--- config.mk ---
export PLATFORM = sky130hd
export DESIGN_NAME = adc_sample_filter
export DESIGN_NICKNAME = d
export VERILOG_FILES = /design/src/rtl/adc_sample_filter_pkg.sv /design/src/rtl/adc_sample_filter_ring_buffer.sv /design/src/rtl/adc_sample_filter.sv
export SDC_FILE = /design/constraint.sdc
export NUM_CORES = 1
export LEC_CHECK = 0
export ABC_CLOCK_PERIOD_IN_PS = 6100
export CORE_ASPECT_RATIO = 0.75
export CORE_UTILIZATION = 40
export DETAILED_ROUTE_END_ITERATION = 12
export GPL_TIMING_DRIVEN = 0
export PLACE_DENSITY_LB_ADDON = 0.2
export SYNTH_ARGS = -nofsm -noshare
export SYNTH_HDL_FRONTEND = slang
export SYNTH_SLANG_ARGS = --single-unit
--- constraint.sdc ---
create_clock -name clock -period 6.1 [get_ports clock]
set_clock_uncertainty 0.2 [all_clocks]
set_input_delay 1.22 -clock clock [delete_from_list [all_inputs] [get_ports clock]]
set_output_delay 1.22 -clock clock [all_outputs]
set_load 0.01 [all_outputs]
--- src/rtl/adc_sample_filter_pkg.sv ---
// -----------------------------------------------------------------------------
// adc_sample_filter_pkg
//   Shared constants for the ADC sample path. ADC_SPI_In and its consumers
//   use the same data width and the same filter defaults.
//   Helper: log2_depth_is_legal() reports whether an averaging window exponent
//   is in the supported 1..6 range.
// -----------------------------------------------------------------------------
package adc_sample_filter_pkg;

    localparam int ADC_DATA_WIDTH          = 16;
    localparam int ADC_LOG2_DEPTH_DEFAULT  = 3;
    localparam int ADC_HYST_THRESH_DEFAULT = 4;

    localparam int ADC_LOG2_DEPTH_MIN = 1;
    localparam int ADC_LOG2_DEPTH_MAX = 6;

    function automatic bit log2_depth_is_legal(input int log2_depth);
        return (log2_depth >= ADC_LOG2_DEPTH_MIN) && (log2_depth <= ADC_LOG2_DEPTH_MAX);
    endfunction

endpackage

--- src/rtl/adc_sample_filter_ring_buffer.sv ---
// -----------------------------------------------------------------------------
// sample_ring_buffer
//   2^ADDR_WIDTH x DATA_WIDTH sample store for the boxcar window.
//   One write port and one read port with a registered read, so it maps onto
//   block or distributed RAM. Contents are not reset.
// Ports:
//   clock    in   system clock
//   wr_en    in   write strobe
//   wr_addr  in   write address
//   wr_data  in   write data
//   rd_en    in   read strobe; rd_data updates on the following edge
//   rd_addr  in   read address
//   rd_data  out  registered read data
// -----------------------------------------------------------------------------
module sample_ring_buffer #(
    parameter int DATA_WIDTH = 16,
    parameter int ADDR_WIDTH = 3
) (
    input  logic                  clock,
    input  logic                  wr_en,
    input  logic [ADDR_WIDTH-1:0] wr_addr,
    input  logic [DATA_WIDTH-1:0] wr_data,
    input  logic                  rd_en,
    input  logic [ADDR_WIDTH-1:0] rd_addr,
    output logic [DATA_WIDTH-1:0] rd_data
);

    localparam int DEPTH = 1 << ADDR_WIDTH;

    logic [DATA_WIDTH-1:0] mem [DEPTH];

    always_ff @(posedge clock) begin
        if (wr_en) begin
            mem[wr_addr] <= wr_data;
        end
        if (rd_en) begin
            rd_data <= mem[rd_addr];
        end
    end

endmodule

--- src/rtl/adc_sample_filter.sv ---
// -----------------------------------------------------------------------------
// adc_sample_filter
//   Boxcar average over the last 2^LOG2_DEPTH ADC words, producing a steady
//   control value for the pitch/harmonic CV paths. A new sample is taken on
//   each rising edge of data_received and goes through a 4-stage pipeline:
//     C0 accept/latch, C1 read oldest entry, C2 update sum and write the new
//     entry, C3 output stage (filtered_valid is visible in the clock after C3).
//   LOG2_DEPTH must lie in 1..6.
//
//   Build option: define ADC_FILTER_HYSTERESIS_EN to hold the output until
//   the average moves by more than HYST_THRESH LSBs (the first primed output
//   always updates). Without it every primed sample updates the output.
//
// Ports:
//   clock           in   system clock
//   reset           in   asynchronous active-low reset
//   data_in         in   ADC word, stable while data_received is high
//   data_received   in   level; a 0->1 transition marks a new sample
//   filtered_out    out  averaged (optionally hysteresis-held) value
//   filtered_valid  out  one-clock pulse when filtered_out is written
//   primed          out  high once the window holds a full set of samples
//   overrun         out  sticky: an edge arrived while the pipeline was busy
// -----------------------------------------------------------------------------
module adc_sample_filter
    import adc_sample_filter_pkg::*;
#(
    parameter int DATA_WIDTH  = ADC_DATA_WIDTH,
    parameter int LOG2_DEPTH  = ADC_LOG2_DEPTH_DEFAULT,
    parameter int HYST_THRESH = ADC_HYST_THRESH_DEFAULT
) (
    input  logic                  clock,
    input  logic                  reset,
    input  logic [DATA_WIDTH-1:0] data_in,
    input  logic                  data_received,
    output logic [DATA_WIDTH-1:0] filtered_out,
    output logic                  filtered_valid,
    output logic                  primed,
    output logic                  overrun
);

    localparam int DEPTH = 1 << LOG2_DEPTH;
    localparam int SUM_W = DATA_WIDTH + LOG2_DEPTH;
    localparam logic [LOG2_DEPTH:0] FILL_FULL = (LOG2_DEPTH + 1)'(DEPTH);
    localparam logic [LOG2_DEPTH:0] FILL_LAST = (LOG2_DEPTH + 1)'(DEPTH - 1);

    // Edge detect and pipeline occupancy
    logic                  dr_reg;
    logic                  s1_reg;
    logic                  s2_reg;
    logic                  s3_reg;
    logic [DATA_WIDTH-1:0] sample_reg;
    logic                  overrun_reg;
    logic                  rise;
    logic                  blocking;
    logic                  accept;
    logic                  collide;

    // Window state
    logic [LOG2_DEPTH-1:0] wr_ptr_reg;
    logic [LOG2_DEPTH:0]   fill_reg;
    logic [SUM_W-1:0]      sum_reg;
    logic                  primed_reg;
    logic [DATA_WIDTH-1:0] oldest;

    // Output stage
    logic [DATA_WIDTH-1:0] filtered_out_reg;
    logic                  filtered_valid_reg;
    logic [DATA_WIDTH-1:0] avg;
    logic                  update;

    assign rise = data_received & ~dr_reg;
    // Only C1/C2 block a new sample: an edge landing on C3 can start C0 while
    // the previous sample is just writing its output.
    assign blocking = s1_reg | s2_reg;
    assign accept   = rise & ~blocking;
    assign collide  = rise & blocking;

    always_ff @(posedge clock or negedge reset) begin
        if (!reset) begin
            dr_reg      <= 1'b0;
            s1_reg      <= 1'b0;
            s2_reg      <= 1'b0;
            s3_reg      <= 1'b0;
            sample_reg  <= '0;
            overrun_reg <= 1'b0;
        end else begin
            dr_reg <= data_received;
            s1_reg <= accept;
            s2_reg <= s1_reg;
            s3_reg <= s2_reg;
            if (accept) begin
                sample_reg <= data_in;
            end
            if (collide) begin
                overrun_reg <= 1'b1;
            end
        end
    end

    // C1 reads the entry that C2 will overwrite: that is the oldest sample.
    sample_ring_buffer #(
        .DATA_WIDTH (DATA_WIDTH),
        .ADDR_WIDTH (LOG2_DEPTH)
    ) u_ring (
        .clock   (clock),
        .wr_en   (s2_reg),
        .wr_addr (wr_ptr_reg),
        .wr_data (sample_reg),
        .rd_en   (s1_reg),
        .rd_addr (wr_ptr_reg),
        .rd_data (oldest)
    );

    // Until primed the RAM holds stale data, so nothing is subtracted. The
    // add may wrap transiently; the subtract brings the modular sum back.
    always_ff @(posedge clock or negedge reset) begin
        if (!reset) begin
            sum_reg    <= '0;
            wr_ptr_reg <= '0;
            fill_reg   <= '0;
            primed_reg <= 1'b0;
        end else if (s2_reg) begin
            sum_reg    <= sum_reg + SUM_W'(sample_reg) - (primed_reg ? SUM_W'(oldest) : '0);
            wr_ptr_reg <= wr_ptr_reg + LOG2_DEPTH'(1);
            if (fill_reg != FILL_FULL) begin
                fill_reg <= fill_reg + (LOG2_DEPTH + 1)'(1);
            end
            if (fill_reg == FILL_LAST) begin
                primed_reg <= 1'b1;
            end
        end
    end

    assign avg = sum_reg[SUM_W-1:LOG2_DEPTH];

`ifdef ADC_FILTER_HYSTERESIS_EN
    logic                  has_output_reg;
    logic [DATA_WIDTH-1:0] step;
    logic                  big_step;

    assign step     = (avg >= filtered_out_reg) ? (avg - filtered_out_reg) : (filtered_out_reg - avg);
    assign big_step = 32'(step) > 32'(HYST_THRESH);
    assign update   = primed_reg & (~has_output_reg | big_step);

    always_ff @(posedge clock or negedge reset) begin
        if (!reset) begin
            has_output_reg <= 1'b0;
        end else if (s3_reg && update) begin
            has_output_reg <= 1'b1;
        end
    end
`else
    // The threshold has no effect when every primed sample updates.
    logic [31:0] unused_hyst_thresh;
    assign unused_hyst_thresh = 32'(HYST_THRESH);
    assign update = primed_reg;
`endif

    always_ff @(posedge clock or negedge reset) begin
        if (!reset) begin
            filtered_out_reg   <= '0;
            filtered_valid_reg <= 1'b0;
        end else begin
            filtered_valid_reg <= 1'b0;
            if (s3_reg && update) begin
                filtered_out_reg   <= avg;
                filtered_valid_reg <= 1'b1;
            end
        end
    end

    assign filtered_out   = filtered_out_reg;
    assign filtered_valid = filtered_valid_reg;
    assign primed         = primed_reg;
    assign overrun        = overrun_reg;

endmodule
==> metrics.txt, run 1 <==
Worst Hold End=s3_reg; clock buffer depth=3; top-count cell post-synth=edfxtp_1; layout cells sized above 1=15.1%; multi-input logic area=0.00295 sq mm; Slew HR=38.3%; Tcrit/Tclk final=66.4%; hpwl dp=14,100 um; fin. max-slew vios=0; clk slew on worst S/H paths=0.06 ns; slowest CP cell=dfrtp_1; synth cell count leaders=edfxtp_1, inv_1, dfrtp_1; R2R depth=11; RR Startpoint=primed; gr busiest metal=met1; post-synthesis register bit count=209; Required @ worst endpoint=6.27 ns; CTS sink cnt=209; Setup-failing EPs final=0; RSZ-0062 raised after global routing=no; post-synth top area share=46.6%; number of flip-flops in the largest register=128; share of synthesized flip-flops with an asynchronous set or reset=31.1%; fmax=247 MHz; Leak Pwr=0.00411 uW; Fin. Hold Viols=0; pin count of the biggest net entering global routing=66; Initial Utilization=41.4%; Storage cell area=0.00595 sq mm; die area=0.0238 sq mm; Root Driver=clkbuf_16; Synthesized Nets=703; Synth Instances=646; number of port buffers=37; CTS H-tree depth=1; grt met3 use=2.75%; kind of critical path=reg -> reg; hold buffer count at cts=0; Hold Crit Class=reg -> reg; hold wc startpoint=s2_reg; via count=5,336; startpoint types=register; sequential-to-total area share from yosys stat=64.2%; GRT Total Usage=17.6%; fill cell count=1,919; Cell Area, Synth=0.00927 sq mm; pwr dens=553 mW/mm^2; Rows=47; fin crit period=4.05 ns; CTS Buf Count=21; wire length per cell=19.4 um; first-pass GRT wire length=31,200 um; Setup TNS Final=0 ns; Clock Latency Late Sink=0.49 ns; DRC=0; reg2reg setup slack=2.05 ns; drt via density=5.22; Worst path max stage delay=0.64 ns; Max Cap Viol=0; RR Endpoint=sum_reg[15]; Crit. End Element=register; Antenna Nets Post-Route=0; Detailed Route WL=19,900 um; Die Height=134 um; WHS=0.176 ns; number of enable flip-flop cells after synthesis=144; Peak VDD IR=0.218 mV; Total Power=5980 uW; outcome=finished clean; antenna violations before repair=0; core area=0.0224 sq mm; Main synth FF type=edfxtp_1; crit-path cells=clkbuf_1 > and2_1 > fa_1 > inv_1 > ha_1 > clkbuf_1 > a21oi_1 > o21ai_0 > a222oi_1 > nor2_1 > o32a_1; met2 usage=25.8%; post-CTS setup buffers=0; Slew @ Worst Pin=0.920 ns; fin nets=771; vias in the first global route=5,335; Placer Congestion=0.896; M1 GR Usage=27.5%; largest area contributor in the netlist=edfxtp_1; main area contributors after synthesis=edfxtp_1, dfrtp_1, mux4_2, fa_1, inv_1; gr ovfl total=0; Area Overhead vs Synth=16.7%; Avg Cell Area, Syn=14.4 sq um; die width=178 um; synth warn=0; drt initial violations=444; post-synth cell types=50; crit-path most repeated cell=clkbuf_1; WHS Path Cells=0; cts repair resizes=0; CTS tree=yes; Placed Area=0.0102 sq mm; final instance area=0.0108 sq mm; Critical Path Fanout Max=11; Arrival @ worst endpoint=4.22 ns; IO Pins=38; 1st-pass router iterations=5
## final cells by class
type / instances / area share [%]
Antenna cell: 1 / 0.0231
Buffer: 25 / 0.972
Clock buffer: 27 / 5.16
Clock inverter: 10 / 0.775
Inverter: 76 / 2.64
Multi-Input combinational cell: 336 / 27.3
Sequential cell: 209 / 55.0
Tap cell: 294 / 3.40
Timing Repair Buffer: 45 / 4.71
## power breakdown
group / total, uW / internal (uW) / switching (uW)
Clock: 1220 / 691 / 525
Sequential: 1980 / 1820 / 155
Combinational: 2790 / 1200 / 1590
## routing by layer
metal | routed length (um) | vias up | part of all wire [%]
met5 | 0 | - | 0
met4 | 382 | 0 | 1.9
met3 | 831 | 31 | 4.2
met2 | 8730 | 121 | 44
met1 | 9920 | 2715 | 50
li1 | - | 2469 | -
## worst max-delay path by stage
stage,cells past startpoint,endpoint,slack (ns),start
3_5_place_dp,12,sum_reg[15],2.12,primed
3_3_place_gp,1,s2_reg,1.35,reset
6_report,11,sum_reg[15],2.05,primed
4_1_cts,12,sum_reg[15],2.07,primed
2_1_floorplan,12,sum_reg[15],2.75,primed
5_1_grt,11,sum_reg[15],1.82,primed
## cell usage in the layout (no fill, tap or decap), types with 3 or more instances in the layout
cell,n
a21o_1,8
a21oi_1,19
a41oi_1,3
and2_1,17
buf_2,3
buf_8,5
clkbuf_1,24
clkbuf_16,21
clkdlybuf4s50_1,36
clkinv_2,5
dfrtp_1,65
edfxtp_1,144
fa_1,16
ha_1,22
inv_1,76
mux2_2,20
mux2i_1,4
mux4_2,32
nand2_1,58
nand2b_1,9
nand3_1,6
nand4_1,5
nor2_1,10
nor2_2,6
nor3_1,4
o211ai_1,3
o21a_1,3
o21ai_0,46
o21bai_1,4
xnor2_1,9
xor2_1,5
## cells by family (layout without fill, tap and decap cells)
| group | count (synthesis) | in the layout | synth area share, % |
|---|---|---|---|
| AOI/OAI and AO/OA | 102 | 102 | 6.82 |
| muxes | 56 | 56 | 10.6 |
| buffers and inverters | 101 | 183 | 4.21 |
| adders and majority gates | 38 | 38 | 6.42 |
| and+or+nand+nor | 126 | 126 | 6.40 |
| other | 0 | 1 | 0 |
| DFF | 209 | 209 | 64.2 |
| xor gates and xnor gates | 14 | 14 | 1.32 |
## worst max-delay path: cells and delay by family, from the launching register on
| family | cells | cell delay [ns] |
|---|---|---|
| AND/OR/NAND/NOR | 2 | 0.32 |
| buffers and inverters | 3 | 0.65 |
| flip-flops | 1 | 0.64 |
| adder cells (fa/ha/maj) | 2 | 0.62 |
| AO/OA/AOI/OAI | 4 | 1.50 |
## metrics by stage
stage | util, % | instances | worst slack (ns)
3_3_place_gp | 44.7 | 977 | 1.35
5_1_grt | 48.3 | 1022 | 1.82
3_5_place_dp | 45.4 | 985 | 2.12
4_1_cts | 48.3 | 1022 | 2.07
2_1_floorplan | - | 646 | 2.75
6_report | 48.3 | 1023 | 2.05
Power figures use the tool's default switching activity.
==> run 2, diff against run 1 <==
- ABC_CLOCK_PERIOD_IN_PS: 6100 -> 3700
- clock period: 6.1 -> 3.7 ns (I/O delays scaled with it)
==> metrics.txt, run 2 (synthesis results as in run 1) <==
kind of critical path=reg -> reg; RSZ-0062 raised after global routing=no; IO Pins=38 (unchanged); Core Util, Final=48.6% (+0.32 points); CTS Buf Count=21 (unchanged); fin nets=775 (+0.52%); Detailed Route WL=20,000 um (+0.63%); Critical Path Fanout Max=6 (-5); fin. max-slew vios=0 (unchanged); Finished Layout Cells=1,026 (+0.29%); clk slew on worst S/H paths=0.06 ns (about the same); Area Overhead vs Synth=17.5%; hold buffer count at cts=0 (unchanged); CTS sink cnt=209 (unchanged); crit-path most repeated cell=fa_1; die width=178 um (unchanged); Slew @ Worst Pin=0.932 ns (+0.0117 ns); Storage cell area=0.00595 sq mm (about the same); DRT met1 WL=9770 um (-1.5%); hpwl dp=14,100 um (unchanged); Arrival @ worst endpoint=3.71 ns (-0.51 ns); fill cell count=1,911 (-0.42%); fin crit period=3.53 ns (-0.521 ns); most frequent cells in the layout=edfxtp_1, inv_1, dfrtp_1; Rows=47 (unchanged); WL met3=974 um (+17%); drt initial violations=402 (-9.5%); count of buffer and inverter cells on the critical path=2 (-1); Slew HR=37.5% (-0.79 points); Clock Latency Late Sink=0.49 ns (about the same); Crit. End Element=register; core area=0.0224 sq mm (unchanged); Antenna Nets Post-Route=0 (unchanged); Root Driver=clkbuf_16; first-pass GRT wire length=31,300 um (+0.29%); crit-path cells=buf_12 > and2_1 > fa_1 > inv_1 > fa_1 > a21o_1 > a221oi_4 > o21ai_1 > a211oi_2 > nor3_1 > o31a_1; number of port buffers=37 (unchanged); Required @ worst endpoint=3.88 ns (-2.39 ns); Worst path max stage delay=0.48 ns (-0.16 ns); Leak Pwr=0.00413 uW (+0.69%); CTS H-tree depth=1 (unchanged); vias in the first global route=5,344 (+0.17%); Peak VDD IR=0.396 mV (+82%); Die Height=134 um (unchanged); slowest CP cell=fa_1; multi-input logic area=0.00298 sq mm (+1.0%); placed cell count=985 (unchanged); layout cells sized above 1=16.4% (+1.3 points); die area=0.0238 sq mm (unchanged); diode count=0 (-1); Tcrit/Tclk final=95.5% (+29 points); clock buffer depth=3 (unchanged); Max Cap Viol=0 (unchanged); drt via density=5.27 (+1.1%); Fin. Hold Viols=0 (unchanged); antenna violations before repair=0 (unchanged); CTS tree=yes; number of flip-flops in the largest register=128 (unchanged); outcome=finished clean; via count=5,410 (+1.4%); met2 WL post-DR=8860 um (+1.4%); Placer Congestion=0.896 (unchanged); pin count of the biggest net entering global routing=66 (unchanged); GRT Total Usage=17.6% (+0.038 points); pwr dens=925 mW/mm^2 (+67%); most common cell after layout, fill and taps aside=edfxtp_1; Initial Utilization=41.4% (unchanged); DRC=0 (unchanged); Top Metal Used=met4; fmax=283 MHz (+15%); Setup-failing EPs final=0 (unchanged); Hold Crit Class=in -> async; gr ovfl total=0 (unchanged); 1st-pass router iterations=5 (unchanged); startpoint types=register; Crit path max-delay family=compound AO/OA/AOI/OAI gates; wire length per cell=19.5 um (+0.34%)
==> run 2: cell count changes in the layout (fill, tap and decap cells not counted), sizes merged <==
cell    delta
buf        +5
clkbuf     -1
diode      -1
==> run 2: cell type report <==
class / count / share of cell area, %
Clock buffer: 27 / 5.12
Tap cell: 294 / 3.38
Clock inverter: 10 / 0.770
Buffer: 25 / 0.977
Timing Repair Buffer: 49 / 5.07
Multi-Input combinational cell: 336 / 27.4
Inverter: 76 / 2.62
Sequential cell: 209 / 54.7
==> run 2: per-layer routing <==
metal	vias up	GRT usage (%)
met2	166	25.9
li1	2480	-
met1	2731	27.6
met4	0	3.75
met3	33	2.75
met5	-	0
==> run 2: where the power goes <==
| group | internal [uW] | switching [uW] | leakage [uW] |
|---|---|---|---|
| Combinational | 2100 | 2720 | 0.00172 |
| Sequential | 3000 | 243 | 0.00211 |
| Clock | 1140 | 865 | 0.000310 |
==> run 2: path summary, 6_finish.rpt <==
check | startpoint | end | slack (ns) | depth (start not counted)
setup / recovery | primed | sum_reg[16] | 0.17 | 11
hold / removal | reset | sample_reg[2] | 0.15 | 1
setup reg to reg | primed | sum_reg[16] | 0.17 | 11
hold reg to reg | s2_reg | s3_reg | 0.17 | 0
max in group asynchronous | reset | primed | 2.51 | 1
min in group clock | s2_reg | s3_reg | 0.17 | 0
==> run 2: what timing repair did <==
item                                    CTS  global route
endpoints found under the setup margin    7             8
gates resized for setup                   4             7
setup buffers                             2             2
pin swaps                                 1             1
==> run 2: per-stage QoR <==
step	area [sq um]	setup WS (ns)	total power (uW)	setup TNS, ns	hold WS (ns)
final	10900	0.168	10100	0	0.145
after global routing	10900	0.0452	10700	0	0.183
after CTS	10800	0.00516	9990	0	0.179
after detailed placement	10200	-0.284	7840	-0.826	0.167
after global placement	10000	-1.01	7680	-67.95	0.159
after floorplan	9270	0.347	6540	0	0.152
==> run 3, diff against run 2 <==
- CORE_MARGIN: default -> 8
- SLEW_MARGIN: default -> 10
==> metrics.txt, run 3 (synthesis results as in run 1) <==
pwr dens=938 mW/mm^2 (+1.4%); Placed Area=0.0102 sq mm (+0.13%); clock buffer depth=3 (unchanged); hpwl dp=14,600 um (+3.8%); most common cell after layout, fill and taps aside=edfxtp_1; Critical Path Fanout Max=6 (unchanged); crit-path cells=buf_12 > and2_1 > fa_1 > inv_1 > fa_1 > a21o_1 > a221oi_4 > o21ai_1 > a211oi_2 > nor3_1 > o31a_1; kind of critical path=reg -> reg; wire length per cell=19.6 um (+0.39%); Hold Crit Class=reg -> reg; first-pass GRT wire length=32,100 um (+2.6%); most frequent cells in the layout=edfxtp_1, inv_1, dfrtp_1; outcome=finished clean; Antenna Nets Post-Route=0 (unchanged); GRT Total Usage=14.6% (-3.0 points); Detailed Route WL=20,300 um (+1.5%); Arrival @ worst endpoint=3.73 ns (+0.02 ns); fmax=283 MHz (-0.17%); CTS sink cnt=209 (unchanged); fin. max-slew vios=0 (unchanged); Setup TNS Final=0 ns (unchanged); layout cells sized above 1=17.5% (+1.1 points); Worst path max stage delay=0.48 ns (about the same); fin crit period=3.54 ns (+0.00609 ns); Rows=48 (+2.1%); vias in the first global route=5,574 (+4.3%); slowest CP cell=fa_1; pin count of the biggest net entering global routing=38 (-42%); gr ovfl total=0 (unchanged); Total Power=10,300 uW (+2.7%); die width=192 um (+7.9%); Initial Utilization=40.5% (-0.86 points); Placer Congestion=0.910 (+1.6%); Clock Latency Late Sink=0.50 ns (about the same); final instance area=0.0110 sq mm (+1.3%); Core Util, Final=48.2% (-0.40 points); Slew @ Worst Pin=0.954 ns (+0.0220 ns); RSZ-0062 raised after global routing=no; antenna violations before repair=0 (unchanged); startpoint types=register; Max Cap Viol=0 (unchanged); CTS H-tree depth=1 (unchanged); CTS tree=yes; Peak VDD IR=0.463 mV (+17%); clk slew on worst S/H paths=0.06 ns (about the same); Fin. Hold Viols=0 (unchanged); Setup-failing EPs final=0 (unchanged); number of flip-flops in the largest register=128 (unchanged); Tcrit/Tclk final=95.6% (+0.16 points); Slew HR=35.9% (-1.6 points); WHS=0.178 ns (+0.0327 ns); drt initial violations=366 (-9.0%); crit-path most repeated cell=fa_1; Area Overhead vs Synth=19.0%; drt via density=5.25 (-0.48%); Storage cell area=0.00595 sq mm (unchanged); Die Height=148 um (+10%); DRC=0 (unchanged); fill cell count=1,993 (+4.3%); Crit. End Element=register; fin nets=779 (+0.52%); diode count=0 (unchanged); multi-input logic area=0.00299 sq mm (+0.21%); number of port buffers=37 (unchanged); core area=0.0229 sq mm (+2.1%); IO Pins=38 (unchanged); Required @ worst endpoint=3.89 ns (about the same); 1st-pass router iterations=5 (unchanged); CTS Buf Count=21 (unchanged); Leak Pwr=0.00421 uW (+1.9%); Root Driver=clkbuf_16; die area=0.0284 sq mm (+19%); via count=5,442 (+0.59%)
## run 3: cell types whose count changed in the layout (fill, tap and decap cells not counted), moves of 2 or more
cell / delta
clkinvlp_4: -2
buf_16: -2
buf_4: +2
clkinv_1: +2
bufinv_16: +3
clkbuf_8: +2
clkbuf_1: -5
## run 3: area by class of cell
class / instances / area share [%]
Sequential cell: 209 / 54.0
Tap cell: 300 / 3.40
Timing Repair Buffer: 53 / 5.15
Clock buffer: 24 / 5.14
Buffer: 25 / 0.964
Multi-Input combinational cell: 336 / 27.1
Inverter: 76 / 2.59
Clock inverter: 14 / 1.68
## run 3: path summary, 6_finish.rpt
check,start,end,slack (ns),cells after the start
worst max-delay path,primed,sum_reg[16],0.16,11
worst min register to register,s2_reg,s3_reg,0.18,0
worst max register to register,primed,sum_reg[16],0.16,11
worst min-delay path,s2_reg,s3_reg,0.18,0
min in group asynchronous,reset,fill_reg[2],0.51,2
max in group asynchronous,reset,sum_reg[1],2.22,3
## run 3: metrics by stage
stage                     setup WS [ns]  instances
after global routing             0.0480       1037
after detailed placement         -0.342        994
after floorplan                   0.347        646
final                             0.162       1037
after global placement            -1.10        983
after CTS                        0.0134       1035
## run 3: timing repair
| item | 4_1_cts | 5_1_grt |
|---|---|---|
| resized for setup | 4 | 10 |
| hold buffers | 1 | 0 |
| setup endpoints to repair | 7 | 8 |
| endpoints found under the hold margin | 28 | 0 |
| pin swaps | 1 | 1 |
| setup buffers | 2 | 2 |
## run 3: power by group
part	internal, uW	leakage [uW]	switching [uW]	total, uW
combinational	2120	0.00173	2700	4820
sequential	3000	0.00211	239	3240
clock	1390	0.000374	900	2290
## run 3: per-layer routing
| layer | GRT usage (%) | vias to the layer above | share of wire [%] |
|---|---|---|---|
| met5 | 0 | - | 0 |
| met4 | 2.57 | 0 | 1.6 |
| li1 | - | 2487 | - |
| met1 | 21.1 | 2788 | 47 |
| met2 | 22.8 | 142 | 46 |
| met3 | 2.82 | 25 | 5.7 |
## run 3: worst max-delay path, delay by kind of cell, from the launching register on
kind	cells	cell delay (ns)
flops	1	0.46
simple gates	2	0.22
buf+inv	2	0.22
compound gates	5	1.39
fa+ha+maj	2	0.94
